File: config.mk
export PLATFORM = sky130hd
export DESIGN_NAME = sdm1b_decim
export DESIGN_NICKNAME = d
export VERILOG_FILES = /design/src/rtl/sdm1b_decim.sv
export SDC_FILE = /design/constraint.sdc
export NUM_CORES = 1
export LEC_CHECK = 0
export CORE_ASPECT_RATIO = 1.1
export CORE_MARGIN = 8
export CORE_UTILIZATION = 49
export DETAILED_ROUTE_END_ITERATION = 12
export PLACE_DENSITY_LB_ADDON = 0.1
export SLEW_MARGIN = 10
export SYNTH_ARGS = -nofsm -noshare
export SYNTH_HDL_FRONTEND = slang
export SYNTH_SLANG_ARGS = --single-unit
File: constraint.sdc
create_clock -name clk_fast -period 3.1 [get_ports clk_fast]
set_input_delay 0.93 -clock clk_fast [delete_from_list [all_inputs] [get_ports clk_fast]]
set_output_delay 0.93 -clock clk_fast [all_outputs]
set_load 0.1 [all_outputs]
File: src/rtl/sdm1b_decim.sv
// N-stage CIC decimator (ratio 2^LOG2R) recovering W-bit unsigned PCM from a 1-bit sigma-delta stream.
// Optional feature macro SDM_DECIM_SAT_EN: clamp full scale to 2^W-1 and drive the sticky sat flag.
module sdm1b_decim #(
  parameter int unsigned W     = 12,
  parameter int unsigned N     = 2,
  parameter int unsigned LOG2R = 6
) (
  input  logic         clk_fast,
  input  logic         rst_n,
  input  logic         ce,
  input  logic         din,
  output logic [W-1:0] pcm,
  output logic         pcm_valid,
  input  logic         sat_clr,
  output logic         sat
);
  localparam int unsigned G  = N * LOG2R + 1;
  localparam int unsigned SH = N * LOG2R - W;
  localparam int unsigned YW = G - SH;
  localparam logic [LOG2R-1:0] PH_LAST = '1;

  logic [G-1:0]     integ_q   [N];
  logic [G-1:0]     dly_q     [N];
  logic [G-1:0]     comb_in_c [N];
  logic [LOG2R-1:0] ph_q;
  logic             dec_c;
  logic [YW-1:0]    y_c;
  logic [W-1:0]     pcm_d;

  assign dec_c = ce && (ph_q == PH_LAST);

  // Comb chain from the pre-edge last integrator; comb_in_c[k] feeds delay k
  always_comb begin
    logic [G-1:0] c;
    c = integ_q[N-1];
    for (int k = 0; k < N; k++) begin
      comb_in_c[k] = c;
      c = c - dly_q[k];
    end
    y_c = YW'(c >> SH);
  end

  always_ff @(posedge clk_fast or negedge rst_n) begin
    if (!rst_n) begin
      for (int k = 0; k < N; k++) begin
        integ_q[k] <= '0;
        dly_q[k]   <= '0;
      end
      ph_q      <= '0;
      pcm       <= '0;
      pcm_valid <= 1'b0;
    end else begin
      pcm_valid <= dec_c;
      if (ce) begin
        integ_q[0] <= integ_q[0] + G'(din);
        for (int k = 1; k < N; k++) begin
          integ_q[k] <= integ_q[k] + integ_q[k-1];
        end
        ph_q <= ph_q + LOG2R'(1);
      end
      if (dec_c) begin
        for (int k = 0; k < N; k++) begin
          dly_q[k] <= comb_in_c[k];
        end
        pcm <= pcm_d;
      end
    end
  end

`ifdef SDM_DECIM_SAT_EN
  // y exceeds 2^W-1 exactly when its top bit is set
  assign pcm_d = y_c[W] ? '1 : y_c[W-1:0];

  always_ff @(posedge clk_fast or negedge rst_n) begin
    if (!rst_n) begin
      sat <= 1'b0;
    end else if (dec_c && y_c[W]) begin
      sat <= 1'b1;
    end else if (sat_clr) begin
      sat <= 1'b0;
    end
  end
`else
  logic unused_sat;
  assign unused_sat = ^{sat_clr, y_c[W]};
  assign pcm_d      = y_c[W-1:0];
  assign sat        = 1'b0;
`endif

endmodule

# [Yosys cells after proc, flatten, opt, wreduce, memory -nomap -nowiden]
# Cells that the tools add are included.
[totals] ff_bits=69 inputBits=5 out_inout_bits=14 elab_cells=14
[classes] add_sub_neg=5 eq_ne=1 n_reduce_logical=1
[op_table] op="subtractor 12 bit" n=2
[op_table] op="adder 13 x 1 -> 13 bit" n=1
[op_table] op="adder 13 bit" n=1
[op_table] op="adder 6 x 1 -> 6 bit, second input constant" n=1
[op_table] op="== test 6 bit, second input constant" n=1
[op_table] op="logical AND 1 bit" n=1

# [Longest topological paths before layout]
# Gate-level depths: netlist of run 1.
[depth] word_depth=2 depth_mapped=16 mapped_depth_nobuf=16

# [Worst setup path after synthesis of run 1]
# Ideal clock, no wire load.
[synth_timing] kind="reg2reg" startpoint="reg dly_q[13] (netlist bit)" endpoint="reg pcm[10]" setup_ps=133 arrival_ps=2888 required_time_ps=2967 path_slack_ps=79 path_stages_with_launch=14 path_buffers=0 synth_period_minus_slack_ps=3021 cell_sequence="dfrtp_1 ha_1 fa_1 nor2b_1 o21a_1 a31o_2 nor2_1 xnor2_1 ha_1 or2_2 o311a_1 a21oi_1 xor2_1 o21ai_0"
[synth_lines] item="from (decl)" line="23" source="logic [G-1:0] dly_q [N];"
[synth_lines] item="from (signal, indexed assignment)" line="63" source="dly_q[k] <= comb_in_c[k];"
[synth_lines] item="to (signal assigned)" line="65" source="pcm <= pcm_d;"
[synth_lines] item="to (decl)" line="12" source="output logic [W-1:0] pcm,"

==> metrics, run 1 <==
outcome=complete, but fails checks; failing checks=setup timing; most frequent cells in the layout=67 x dfrtp_1, 56 x nand2_1, 44 x o21ai_0; Sw Ratio=0.418; Crit Path Max Fanout=2; Post-Synth Simple-Gate Area=0.124; Post-synth EDFFs=0; Antenna diodes=0; CTS root buf=clkbuf_8; largest net degree at the start of global routing=68; vias in the first global route=2,927; sequential area share after synthesis=0.420; H-tree depth=3; CP Class=flip-flop to flip-flop; xor and xnor fraction of the mapped netlist area=0.0943; Fmax=317 MHz; Hold Path End=ph_q[5]; num rows=34; RSZ-0062 raised after global routing=yes; 1st-iter DRT viols=80; Final Cell Area=4750 um^2; Hold Slack=0.477 ns; synth unique cells=43; CTS buffer count=9; Synth Area in Adders=0.128; Critical R2R Capture=pcm[11]; layout cells sized above 1=0.205; Final Worst Setup Slack=-0.0589 ns; FILL cells=696; DR DRC count=0; mean number of vias per cell=5.10; clk sinks=67; largest family of logic cells by synthesized area=compound AO/OA/AOI/OAI gates; Area after DPL=4400 um^2; drt first pass iters=4; grt met1 use=0.160; Syn Area/Cell=9.63 um^2; dpl hpwl=5420 um; clock skew=0.00776 ns; #FFs+latches synth=67; Initial Util=0.505; CTS Hold Buffers Added=0; Worst Hold Class=flip-flop to flip-flop; Sw Pwr=0.00206 W; startpoint types=flip-flop; final hold violations=0; crit path time final=3.16 ns; clock latency at the later pin of the worst-skew pair=0.35 ns; grt ovf=0; FF+latch area=1680 um^2; Hold Startpoint=ph_q[5]; WHS Path Cells=1; Async S/R FF share, synth=1.00; Synth Area in Compound Gates=0.158; max incr delay on CP=0.39 ns; slowest stage cell, crit path=dfrtp_1; Pleak=2.33 nW; Clock Path Buffers=2; r2r setup slk=-0.06 ns; power share of the clock group=0.147; Seq pwr share=0.259; routed len/inst=13.1 um; final worst-path cycle share=1.02; chip height=111 um; Tot GR Track Use=0.138; Worst Setup SP=comb_in_c[13]; first-pass GRT wire length=12,700 um; multiplexer share of the synthesized area=0.0335; pwr dens=1040 nW/um^2; I/O Pins=19; total of max-cap violations=0; global routing usage on met2=0.239; critical path required time=3.32 ns; detailed-route via count=2,918; met3 usage=0.0314; crit path cell chain=inv_2 > ha_4 > fa_2 > nor2b_1 > o21a_1 > a31o_2 > o41ai_4 > o21ai_2 > xor2_1 > ha_1 > or3_1 > o21ai_1 > a31oi_1 > xor2_1 > xnor2_1 > o21ai_1; Internal Power=0.00287 W; most common cell after layout, fill and taps aside=dfrtp_1; Mapped Area=4000 um^2; crit end category=flip-flop; ANT nets after route=0; initial antenna violation count=0; die width=102 um; Top Usage Layer GRT=met2; Worst IR Drop VDD=0.440 mV; routed wire length=7500 um; core footprint=7910 um^2; gp weighted congestion=0.767; count of pins over their slew limit=0; Most used DFF post-synth=dfrtp_1; Critical Path AT=3.38 ns; Area Overhead vs Synth=18.8%; nets=503; Die Area=11,300 um^2; final core occ=0.600; warnings from Yosys=0; Synth Net Count=459; Worst-path clk slew=0.08 ns; PortBufs=16; final setup violation count=1; TritonCTS clock tree=built; r2r startpoint=comb_in_c[13]; R2R cell count=16; Syn Inst Count=415; Comb pwr share=0.595; multi-input logic area=2270 um^2
[power by group through the flow]
stage	Sequential (W)	Clock, W	Combinational, W
finish	0.00128	0.000723	0.00293
global route	0.00131	0.000773	0.00326
CTS	0.00127	0.000743	0.00272
detailed placement	0.00129	0	0.00268
global placement	0.00128	0	0.00261
floorplan	0.00146	0	0.00184
[worst max-delay path: cells and delay by family (launching register included)]
family / cells / cell delay, ns
AO/OA/AOI/OAI: 7 / 1.13
XOR/XNOR: 3 / 0.49
adder cells (fa/ha/maj): 3 / 0.54
buffers and inverters: 1 / 0.08
flip-flops: 1 / 0.39
AND/OR/NAND/NOR: 2 / 0.41
[sequential cells by signal, summed over array words and instances, names as in the netlist]
signal and flops:
dly_q 24, comb_in_c 12, integ_q 12, pcm 12, ph_q 6, pcm_valid 1
[timing repair]
| action | in CTS | in global routing |
|---|---|---|
| pin swaps | 0 | 13 |
| setup endpoints to repair | 2 | 5 |
| setup buffers | 0 | 5 |
| resized for setup | 3 | 24 |
[through the flow]
stage          std cells  worst slack [ns]  total power [W]  setup TNS (ns)
6_report             572           -0.0589          0.00493         -0.0589
5_1_grt              572            -0.227          0.00535          -0.372
4_1_cts              568            -0.123          0.00473          -0.177
3_5_place_dp         552            -0.115          0.00398          -0.184
3_3_place_gp         552           -0.0620          0.00389         -0.0920
2_1_floorplan        415            0.0790          0.00329               0
[synthesized netlist by cell type (all sizes together) (5+ instances only)]
| library cell | number | area share |
|---|---|---|
| a21o | 8 | 0.015 |
| a21oi | 18 | 0.023 |
| clkbuf | 9 | 0.0085 |
| dfrtp | 67 | 0.42 |
| ha | 36 | 0.11 |
| inv | 33 | 0.031 |
| mux2 | 11 | 0.031 |
| nand2 | 56 | 0.053 |
| nand2b | 8 | 0.013 |
| nand3 | 6 | 0.0075 |
| nor2 | 13 | 0.012 |
| nor2b | 5 | 0.0097 |
| nor3 | 5 | 0.0063 |
| o21a | 6 | 0.011 |
| o21ai | 51 | 0.064 |
| xnor2 | 30 | 0.066 |
| xor2 | 13 | 0.029 |
[per-layer routing]
metal	vias to the layer above	share of wire
met5	-	0
met4	0	0.014
met3	11	0.036
met2	29	0.51
met1	1372	0.44
li1	1506	-
[cells by family after synthesis]
kind of cell    Yosys count
fa+ha+maj                39
compound gates          102
mux                      12
buf+inv                  44
xor+xnor                 43
simple gates            107
flops                    67
other cells               1
[how the worst max path moves through the flow]
stage	to	cells after the start
2_1_floorplan	pcm[10]	13
3_3_place_gp	pcm[11]	15
3_5_place_dp	pcm[11]	15
4_1_cts	pcm[11]	15
5_1_grt	pcm[11]	16
6_report	pcm[11]	16
[final cells by class]
type,instances,share of cell area
Clock buffer,9,0.0261
Clock inverter,7,0.0145
Inverter,33,0.0261
Multi-Input combinational cell,304,0.479
Sequential cell,67,0.353
Tap cell,108,0.0285
Timing Repair Buffer,44,0.0728
Power figures use the tool's default switching activity.
==> run 2: changes to the inputs <==
- CORE_MARGIN: 8 -> 5
==> metrics, run 2 (synthesized netlist as in run 1, its figures left out) <==
final setup violation count=1 (unchanged); Clock Path Buffers=2 (unchanged); die width=96.1 um (was 102 um); layout cells sized above 1=0.222 (was 0.205); final hold violations=0 (unchanged); Antenna diodes=0 (unchanged); Worst Hold Class=flip-flop to flip-flop (unchanged); CTS buffer count=9 (unchanged); nets=507 (was 503); I/O Pins=19 (unchanged); count of pins over their slew limit=0 (unchanged); Final Worst Setup Slack=-0.0159 ns (was -0.0589 ns); Slew HR=0.434; Crit Path Max Fanout=4 (was 2); drt first pass iters=4 (unchanged); startpoint types=flip-flop (unchanged); multi-input logic area=2300 um^2 (was 2270 um^2); routed wire length=7140 um (was 7500 um); outcome=complete, but fails checks (unchanged); grt ovf=0 (unchanged); dpl hpwl=5190 um (was 5420 um); num rows=34 (unchanged); clock skew=0.0110 ns (was 0.00776 ns); most frequent cells in the layout=67 x dfrtp_1, 55 x nand2_1, 45 x buf_4 (was 67 x dfrtp_1, 56 x nand2_1, 44 x o21ai_0); TritonCTS clock tree=built (unchanged); CTS Hold Buffers Added=0 (unchanged); Tot GR Track Use=0.160 (was 0.138); most common cell after layout, fill and taps aside=dfrtp_1 (unchanged); crit path time final=3.12 ns (was 3.16 ns); Die Area=10,100 um^2 (was 11,300 um^2); total of max-cap violations=0 (unchanged); initial antenna violation count=0 (unchanged); Fmax=321 MHz (was 317 MHz); Worst-Margin Slew=0.849 ns; clock latency at the later pin of the worst-skew pair=0.35 ns (about the same); Tot Pwr=0.00523 W (was 0.00493 W); setup tns final=-0.0159 ns (was -0.0589 ns); Top reg by flops=dly_q (unchanged); gp weighted congestion=0.846 (was 0.767); 1st-iter DRT viols=97 (was 80); DR DRC count=0 (unchanged); detailed-route via count=2,913 (was 2,918); Largest register FFs=24 (unchanged); failing checks=setup timing (unchanged); final worst-path cycle share=1.01 (was 1.02); CTS root buf=clkbuf_8 (unchanged); clk sinks=67 (unchanged); critical path required time=3.32 ns (about the same); Initial Util=0.502 (was 0.505); crit end category=flip-flop (unchanged); Worst-path clk slew=0.08 ns (about the same); WHS Path Cells=1 (unchanged); PortBufs=16 (unchanged); vias in the first global route=2,869 (was 2,927); routed len/inst=12.4 um (was 13.1 um); Worst IR Drop VDD=0.380 mV (was 0.440 mV); core footprint=7960 um^2 (was 7910 um^2); RSZ-0062 raised after global routing=yes (unchanged); Pleak=2.39 nW (was 2.33 nW); first-pass GRT wire length=12,800 um (was 12,700 um); FF+latch area=1680 um^2 (unchanged); FILL cells=681 (was 696); Critical Path AT=3.34 ns (was 3.38 ns); chip height=105 um (was 111 um); largest net degree at the start of global routing=68 (unchanged); pwr dens=1080 nW/um^2 (was 1040 nW/um^2); H-tree depth=3 (unchanged); Area Overhead vs Synth=21.5% (was 18.8%); mean number of vias per cell=5.06 (was 5.10); Hold Slack=0.476 ns (was 0.477 ns); CP Class=flip-flop to flip-flop (unchanged); R2R cell count=14 (was 16); ANT nets after route=0 (unchanged)
-- run 2: per-stage QoR --
stage	utilization	instances	instance area [um^2]	worst slack, ns
3_5_place_dp	0.556	557	4420	-0.116
5_1_grt	0.610	576	4850	-0.260
6_report	0.610	576	4850	-0.0159
4_1_cts	0.592	575	4710	-0.0554
3_3_place_gp	0.556	557	4420	-0.0535
2_1_floorplan	-	415	4000	0.0790
-- run 2: path summary, 6_finish.rpt --
kind                                  to  slack [ns]  startpoint
worst max-delay path             pcm[11]       -0.02   dly_q[13]
worst min-delay path             ph_q[5]        0.48     ph_q[5]
worst max register to register   pcm[11]       -0.02   dly_q[13]
worst min register to register   ph_q[5]        0.48     ph_q[5]
max in group asynchronous       dly_q[7]        1.78       rst_n
min in group asynchronous         pcm[1]        0.77       rst_n
-- run 2: area by class of cell --
cell class / count / share of cell area
multi-input combinational: 304 / 0.475
sequential: 67 / 0.346
timing repair buffer: 48 / 0.0748
clock buffer: 10 / 0.0284
tap: 108 / 0.0278
inverter: 33 / 0.0255
clock inverter: 6 / 0.0230
-- run 2: critical path, cell delays in order (launching register included) --
cell and delay [ns]:
dfrtp_1 0.42, ha_4 0.19, fa_2 0.39, nor2b_1 0.11, o21a_1 0.17, a31o_4 0.19
o41ai_4 0.07, buf_4 0.15, xnor2_1 0.13, ha_1 0.39, o2111ai_2 0.16, a31oi_1 0.24
xor2_1 0.19, xnor2_1 0.13, o21ai_1 0.07
-- run 2: what timing repair did --
action	4_1_cts	5_1_grt
resized for setup	8	28
buffers inserted	2	2
endpoints found under the setup margin	2	5
pin swaps	6	16
-- run 2: power by group --
part,internal [W],total (W),switching [W]
registers,0.00111,0.00128,0.000170
clock network,0.000558,0.000914,0.000356
logic,0.00147,0.00304,0.00157
total,0.00313,0.00523,0.00210
-- run 2: metal layers --
layer  wire length, um  share of wire  global-route usage  vias to the layer above
li1                  -              -                   -                     1520
met1              3330           0.47               0.201                     1355
met2              3500           0.49               0.265                       29
met3               214          0.030              0.0410                        9
met4               105          0.015              0.0518                        0
met5                 0              0                   0                        -
